==> src/rtl/light_phase_sequencer_if.sv <==
// Bundle of the pattern/time inputs and the light outputs of the phase sequencer.
// The master side is the upstream mode generator plus the light observer; the slave
// side is the sequencer itself.
interface light_phase_sequencer_if;
    logic       tick;
    logic [7:0] nextLights;
    logic [6:0] loadTime;
    logic [7:0] lightOutput;
    logic       advance;
    logic [1:0] phase;
    logic [6:0] remaining;

    modport master (
        output tick, nextLights, loadTime,
        input  lightOutput, advance, phase, remaining
    );

    modport slave (
        input  tick, nextLights, loadTime,
        output lightOutput, advance, phase, remaining
    );
endinterface

==> src/rtl/light_phase_sequencer.sv <==
// Light phase sequencer: walks the lights GREEN -> YELLOW -> ALL_RED with
// per-phase countdowns that only move on the 1 Hz tick enable.
module light_phase_sequencer #(
    parameter int YELLOW_TIME  = 3,
    parameter int ALL_RED_TIME = 1
) (
    input  logic                    clk,
    input  logic                    rst,
    light_phase_sequencer_if.slave  bus
);
    typedef enum logic [1:0] {
        ALL_RED = 2'b00,
        GREEN   = 2'b01,
        YELLOW  = 2'b10
    } phase_t;

    localparam logic [6:0] YELLOW_TICKS  = 7'(YELLOW_TIME);
    localparam logic [6:0] ALL_RED_TICKS = 7'(ALL_RED_TIME);

    phase_t     state, state_next;
    logic [7:0] lights, lights_next;
    logic [6:0] remaining, remaining_next;
    logic       advance, advance_next;

    logic [7:0] norm_lights;
    logic [7:0] yellow_lights;
    logic [6:0] hold_time;
    logic       expire;

    // Normalise the candidate: any nonzero field means go (11).
    always_comb begin
        norm_lights = 8'h00;
        for (int i = 0; i < 4; i++) begin
            norm_lights[2*i +: 2] = (|bus.nextLights[2*i +: 2]) ? 2'b11 : 2'b00;
        end
    end

    // Every green field (11) turns yellow (01); red fields stay red.
    assign yellow_lights = lights & 8'h55;
    // A zero hold time still gives one tick of green.
    assign hold_time     = (bus.loadTime == 7'd0) ? 7'd1 : bus.loadTime;
    // remaining <= 1 is treated as expiry so a corrupted zero can never wrap.
    assign expire        = bus.tick && (remaining <= 7'd1);

    // Next phase, lights, countdown and advance pulse.
    always_comb begin
        state_next     = state;
        lights_next    = lights;
        remaining_next = remaining;
        advance_next   = 1'b0;
        if (expire) begin
            case (state)
                ALL_RED: begin
                    state_next     = GREEN;
                    lights_next    = norm_lights;
                    remaining_next = hold_time;
                    advance_next   = 1'b1;
                end
                GREEN: begin
                    if (norm_lights == lights) begin
                        // Same pattern requested again: extend without a yellow flash.
                        remaining_next = hold_time;
                        advance_next   = 1'b1;
                    end else begin
                        state_next     = YELLOW;
                        lights_next    = yellow_lights;
                        remaining_next = YELLOW_TICKS;
                    end
                end
                default: begin
                    // YELLOW expiry, and recovery from the unused encoding.
                    state_next     = ALL_RED;
                    lights_next    = 8'h00;
                    remaining_next = ALL_RED_TICKS;
                end
            endcase
        end else if (bus.tick) begin
            remaining_next = remaining - 7'd1;
        end
    end

    // State register; reset drops every light to red immediately.
    always_ff @(posedge clk or posedge rst) begin
        if (rst) begin
            state     <= ALL_RED;
            lights    <= 8'h00;
            remaining <= ALL_RED_TICKS;
            advance   <= 1'b0;
        end else begin
            state     <= state_next;
            lights    <= lights_next;
            remaining <= remaining_next;
            advance   <= advance_next;
        end
    end

    assign bus.lightOutput = lights;
    assign bus.advance     = advance;
    assign bus.phase       = state;
    assign bus.remaining   = remaining;
endmodule

==> src/flat_wrapper.sv <==
// flat-port wrapper written by rule: the top's interface ports become plain ports
module light_phase_sequencer_flat 
#(
    parameter int YELLOW_TIME  = 3,
    parameter int ALL_RED_TIME = 1
)
  (clk, rst, bus_tick, bus_nextLights, bus_loadTime, bus_lightOutput, bus_advance, bus_phase, bus_remaining);
  light_phase_sequencer_if bus_i ();
  input  logic clk;
  input  logic rst;
  input wire logic [$bits(bus_i.tick)-1:0] bus_tick;
  input wire logic [$bits(bus_i.nextLights)-1:0] bus_nextLights;
  input wire logic [$bits(bus_i.loadTime)-1:0] bus_loadTime;
  output wire logic [$bits(bus_i.lightOutput)-1:0] bus_lightOutput;
  output wire logic [$bits(bus_i.advance)-1:0] bus_advance;
  output wire logic [$bits(bus_i.phase)-1:0] bus_phase;
  output wire logic [$bits(bus_i.remaining)-1:0] bus_remaining;
  assign bus_i.tick = bus_tick;
  assign bus_i.nextLights = bus_nextLights;
  assign bus_i.loadTime = bus_loadTime;
  assign bus_lightOutput = bus_i.lightOutput;
  assign bus_advance = bus_i.advance;
  assign bus_phase = bus_i.phase;
  assign bus_remaining = bus_i.remaining;
  light_phase_sequencer #(.YELLOW_TIME(YELLOW_TIME), .ALL_RED_TIME(ALL_RED_TIME)) u_core (.clk(clk), .rst(rst), .bus(bus_i));
endmodule
==> config.mk <==
export PLATFORM = sky130hd
export DESIGN_NAME = light_phase_sequencer_flat
export DESIGN_NICKNAME = d
export VERILOG_FILES = /design/src/rtl/light_phase_sequencer_if.sv /design/src/rtl/light_phase_sequencer.sv /design/src/flat_wrapper.sv
export SDC_FILE = /design/constraint.sdc
export NUM_CORES = 1
export LEC_CHECK = 0
export CORE_MARGIN = 2
export CORE_UTILIZATION = 30
export CTS_CLUSTER_DIAMETER = 120
export DETAILED_ROUTE_END_ITERATION = 7
export GPL_TIMING_DRIVEN = 0
export PLACE_DENSITY = 0.66
export SETUP_SLACK_MARGIN = 0.05
export SYNTH_ARGS = -nofsm -noshare
export SYNTH_HDL_FRONTEND = slang
export SYNTH_SLANG_ARGS = --single-unit
==> constraint.sdc <==
create_clock -name clk -period 2 [get_ports clk]
set_clock_uncertainty 0.05 [all_clocks]
set_input_delay 0.5 -clock clk [delete_from_list [all_inputs] [get_ports clk]]
set_output_delay 0.5 -clock clk [all_outputs]
set_load 0.005 [all_outputs]
==> results.py <==
metrics = {
    "finish": {
        "final_cell_mix": "clkdlybuf4s50_1, dfrtp_1, inv_1, nor2_1",
        "seq_area_sq_um": 452,
        "fin_nets": 167,
        "multi_input_area_sq_um": 577,
        "utilization_pct": 45.9,
        "fillers": 329,
        "layout_commonest_cell": "clkdlybuf4s50_1",
        "area_growth_pct": 46.5,
        "drive_gt1_share_pct": 13.0,
        "n_antenna_cell": 0,
    },
    "worst_setup_path": {
        "crit_path_start_kind": "input pin",
        "criticalPathCategory": "input pin to register",
        "critical_path.max_stage_delay_ns": 0.45,
        "crit_buf_inv": 1,
        "cp_max_fo": 8,
        "cp-end-kind": "register",
        "path_cells": "clkdlybuf4s50_1, nor4_2, o22ai_2, o21a_2, o32a_1",
        "slowest_stage": "clkdlybuf4s50_1",
        "cp.required_ns": 2.17,
        "worst_ep_arrival_time_ns": 2.11,
        "critPathTopFamily": "compound AO/OA/AOI/OAI gates",
    },
    "global_route": {
        "grt.total_usage_pct": 13.0,
        "first_global_vias": 942,
        "use_met1_pct": 16.0,
        "globalRouteOverflowTotal": 0,
        "gr-usage-met3_pct": 2.88,
        "grt_pass1_wl_mm": 4.18,
        "grt_max_degree": 19,
        "grt_use_met2_pct": 22.2,
        "top_usage_layer": "met2",
        "antenna_found_initial": 0,
    },
    "clock_network": {
        "cts.path.max_buffers": 2,
        "cts_made_buffers": 3,
        "clock_latency_ns": 0.29,
        "clk_pin_slew_ns": 0.10,
        "cts.sinks": 18,
        "cts_tree": "done",
        "root_buffer": "clkbuf_4",
        "htreeDepth": 1,
    },
    "power": {
        "peakVddDrop_v": 0.000538,
        "p_leak_nw": 0.722,
        "p_per_area_nw_per_um2": 1270,
    },
    "routing": {
        "num_vias": 978,
        "drt-pass1-iter-count": 4,
        "routed_via_density": 5.09,
        "drtIter0Drc": 44,
        "wl_per_cell_um": 13.5,
        "drc": 0,
        "drt-total-wl_mm": 2.60,
        "ant_nets": 0,
    },
    "logic_synthesis": {
        "yosysSeqAreaShare_pct": 43.2,
        "ys_types": 34,
        "syn_nets": 127,
        "synth_warnings": 0,
        "avgSynthCellArea_sq_um": 9.76,
        "syn_area_sq_um": 1040,
        "syn_inst": 107,
        "ys_ff_latch": 18,
    },
    "sta": {
        "finalMaxSlewViolations": 0,
        "setup_ws_ns": 0.0611,
        "clock.fmax_mhz": 516,
        "slew_headroom_pct": 55.6,
        "setup_viol": 0,
        "rsz0062_at_grt": "yes",
        "period_needed_ns": 1.94,
        "hold_viol_final": 0,
        "min_period_over_period_pct": 96.9,
        "tightestPinTransition_ns": 0.666,
    },
    "placed_design": {
        "port_buffers": 34,
        "pre_cts_slack_ns": -0.270,
        "hpwl_mm": 1.91,
        "gp_congestion": 0.815,
    },
    "hold_path": {
        "hold_path.class": "input pin to register",
    },
    "run": {
        "cap_violations": 0,
    },
    "floorplanning": {
        "die_width_um": 63.0,
        "coreArea_sq_um": 3340,
        "start_util_pct": 31.3,
        "num_rows": 21,
        "die_area_sq_um": 3970,
        "io_pins": 36,
        "die_h_um": 63.0,
    },
    "outcome": {
        "outcome": "completed",
    },
}
final cells by class:
cell class                      instances  area share, %
Buffer                                  3           1.72
Clock buffer                            4           2.37
Inverter                                9           2.21
Multi-Input combinational cell         77           37.7
Sequential cell                        18           29.5
Tap cell                               46           3.76
Timing Repair Buffer                   35           22.7
worst register-to-register path: cells and delay by family (launching register included):
kind / cells / cell delay [ns]
adders and majority gates: 1 / 0.14
AOI/OAI and AO/OA: 2 / 0.30
and+or+nand+nor: 2 / 0.75
DFF: 1 / 0.57
sequential cells by signal, summed over array words and instances, names as in the netlist:
| name | count |
|---|---|
| u_core.bus.advance | 1 |
| u_core.bus.lightOutput | 8 |
| u_core.bus.phase | 2 |
| u_core.bus.remaining | 7 |
cells in the mapped netlist, drive strengths merged:
| master | instances | area share (%) |
|---|---|---|
| dfrtp | 17 | 41 |
| inv | 9 | 3.2 |
| nand2 | 9 | 4.0 |
| nor2 | 9 | 3.2 |
| nor4 | 9 | 5.4 |
| a21o | 8 | 5.7 |
| o21ai | 5 | 2.4 |
| o31ai | 5 | 3.6 |
| a31oi | 4 | 2.4 |
| o211a | 4 | 3.8 |
| a21oi | 2 | 0.96 |
| buf | 2 | 2.2 |
| ha | 2 | 2.4 |
| mux2i | 2 | 1.9 |
| nor3 | 2 | 2.0 |
| o22ai | 2 | 1.2 |
| a211oi | 1 | 0.72 |
| a21boi | 1 | 0.72 |
| a221o | 1 | 0.96 |
| and3 | 1 | 0.60 |
| and3b | 1 | 0.84 |
| clkbuf | 1 | 0.36 |
| dfstp | 1 | 2.5 |
| nand3 | 1 | 0.48 |
| nor3b | 1 | 1.8 |
| o2111ai | 1 | 0.84 |
| o21a | 1 | 0.72 |
| o21bai | 1 | 0.72 |
| o311ai | 1 | 0.84 |
| o32a | 1 | 0.96 |
| or4b | 1 | 0.96 |
| xor2 | 1 | 0.84 |
through the flow:
stage	total power, mW	setup TNS (ns)	cells	area [sq um]	hold WS [ns]
after floorplan	1.19	0	107	1040	0.388
after global placement	1.65	-2.16	187	1440	0.465
after detailed placement	1.68	-2.51	187	1440	0.471
after CTS	1.93	0	192	1490	0.366
after global routing	2.09	0	192	1530	0.369
final	1.94	0	192	1530	0.374
metal layers:
layer  up-vias  wire, um
met5         -         0
met2        36      1230
met4         0        22
li1        485         -
met1       455      1190
met3         2       156
kinds of logic after synthesis:
group	share of synthesized area (%)
muxes	1.92
AOI/OAI and AO/OA	26.6
DFF	43.2
xor gates and xnor gates	0.838
and+or+nand+nor	19.3
buffers and inverters	5.75
adders and majority gates	2.39
worst paths after layout:
check	to	startpoint	slack [ns]	cells after the start
worst max-delay path	u_core.bus.remaining[0]	bus_nextLights[3]	0.06	5
worst min-delay path	u_core.bus.remaining[1]	bus_tick	0.37	2
worst max register to register	u_core.bus.lightOutput[7]	u_core.bus.remaining[0]	0.13	5
worst min register to register	u_core.bus.lightOutput[1]	u_core.bus.lightOutput[1]	0.49	1
max in group asynchronous	u_core.bus.lightOutput[1]	rst	0.92	2
min in group asynchronous	u_core.bus.lightOutput[5]	rst	0.55	2
report_power, final:
| part | total [mW] | switching, mW | leakage (nW) | internal, mW |
|---|---|---|---|---|
| combinational | 0.957 | 0.399 | 0.477 | 0.558 |
| sequential | 0.765 | 0.230 | 0.225 | 0.535 |
| clock | 0.217 | 0.106 | 0.0210 | 0.111 |
| total | 1.94 | 0.735 | 0.722 | 1.20 |
what timing repair did:
action / CTS / global route
resized for setup: 1 / 7
hold endpoints to repair: 0 / 0
setup endpoints to repair: 5 / 13
hold buffers: 0 / 0
setup buffers: 1 / 0
No activity file was read; power rests on OpenSTA's default activity.
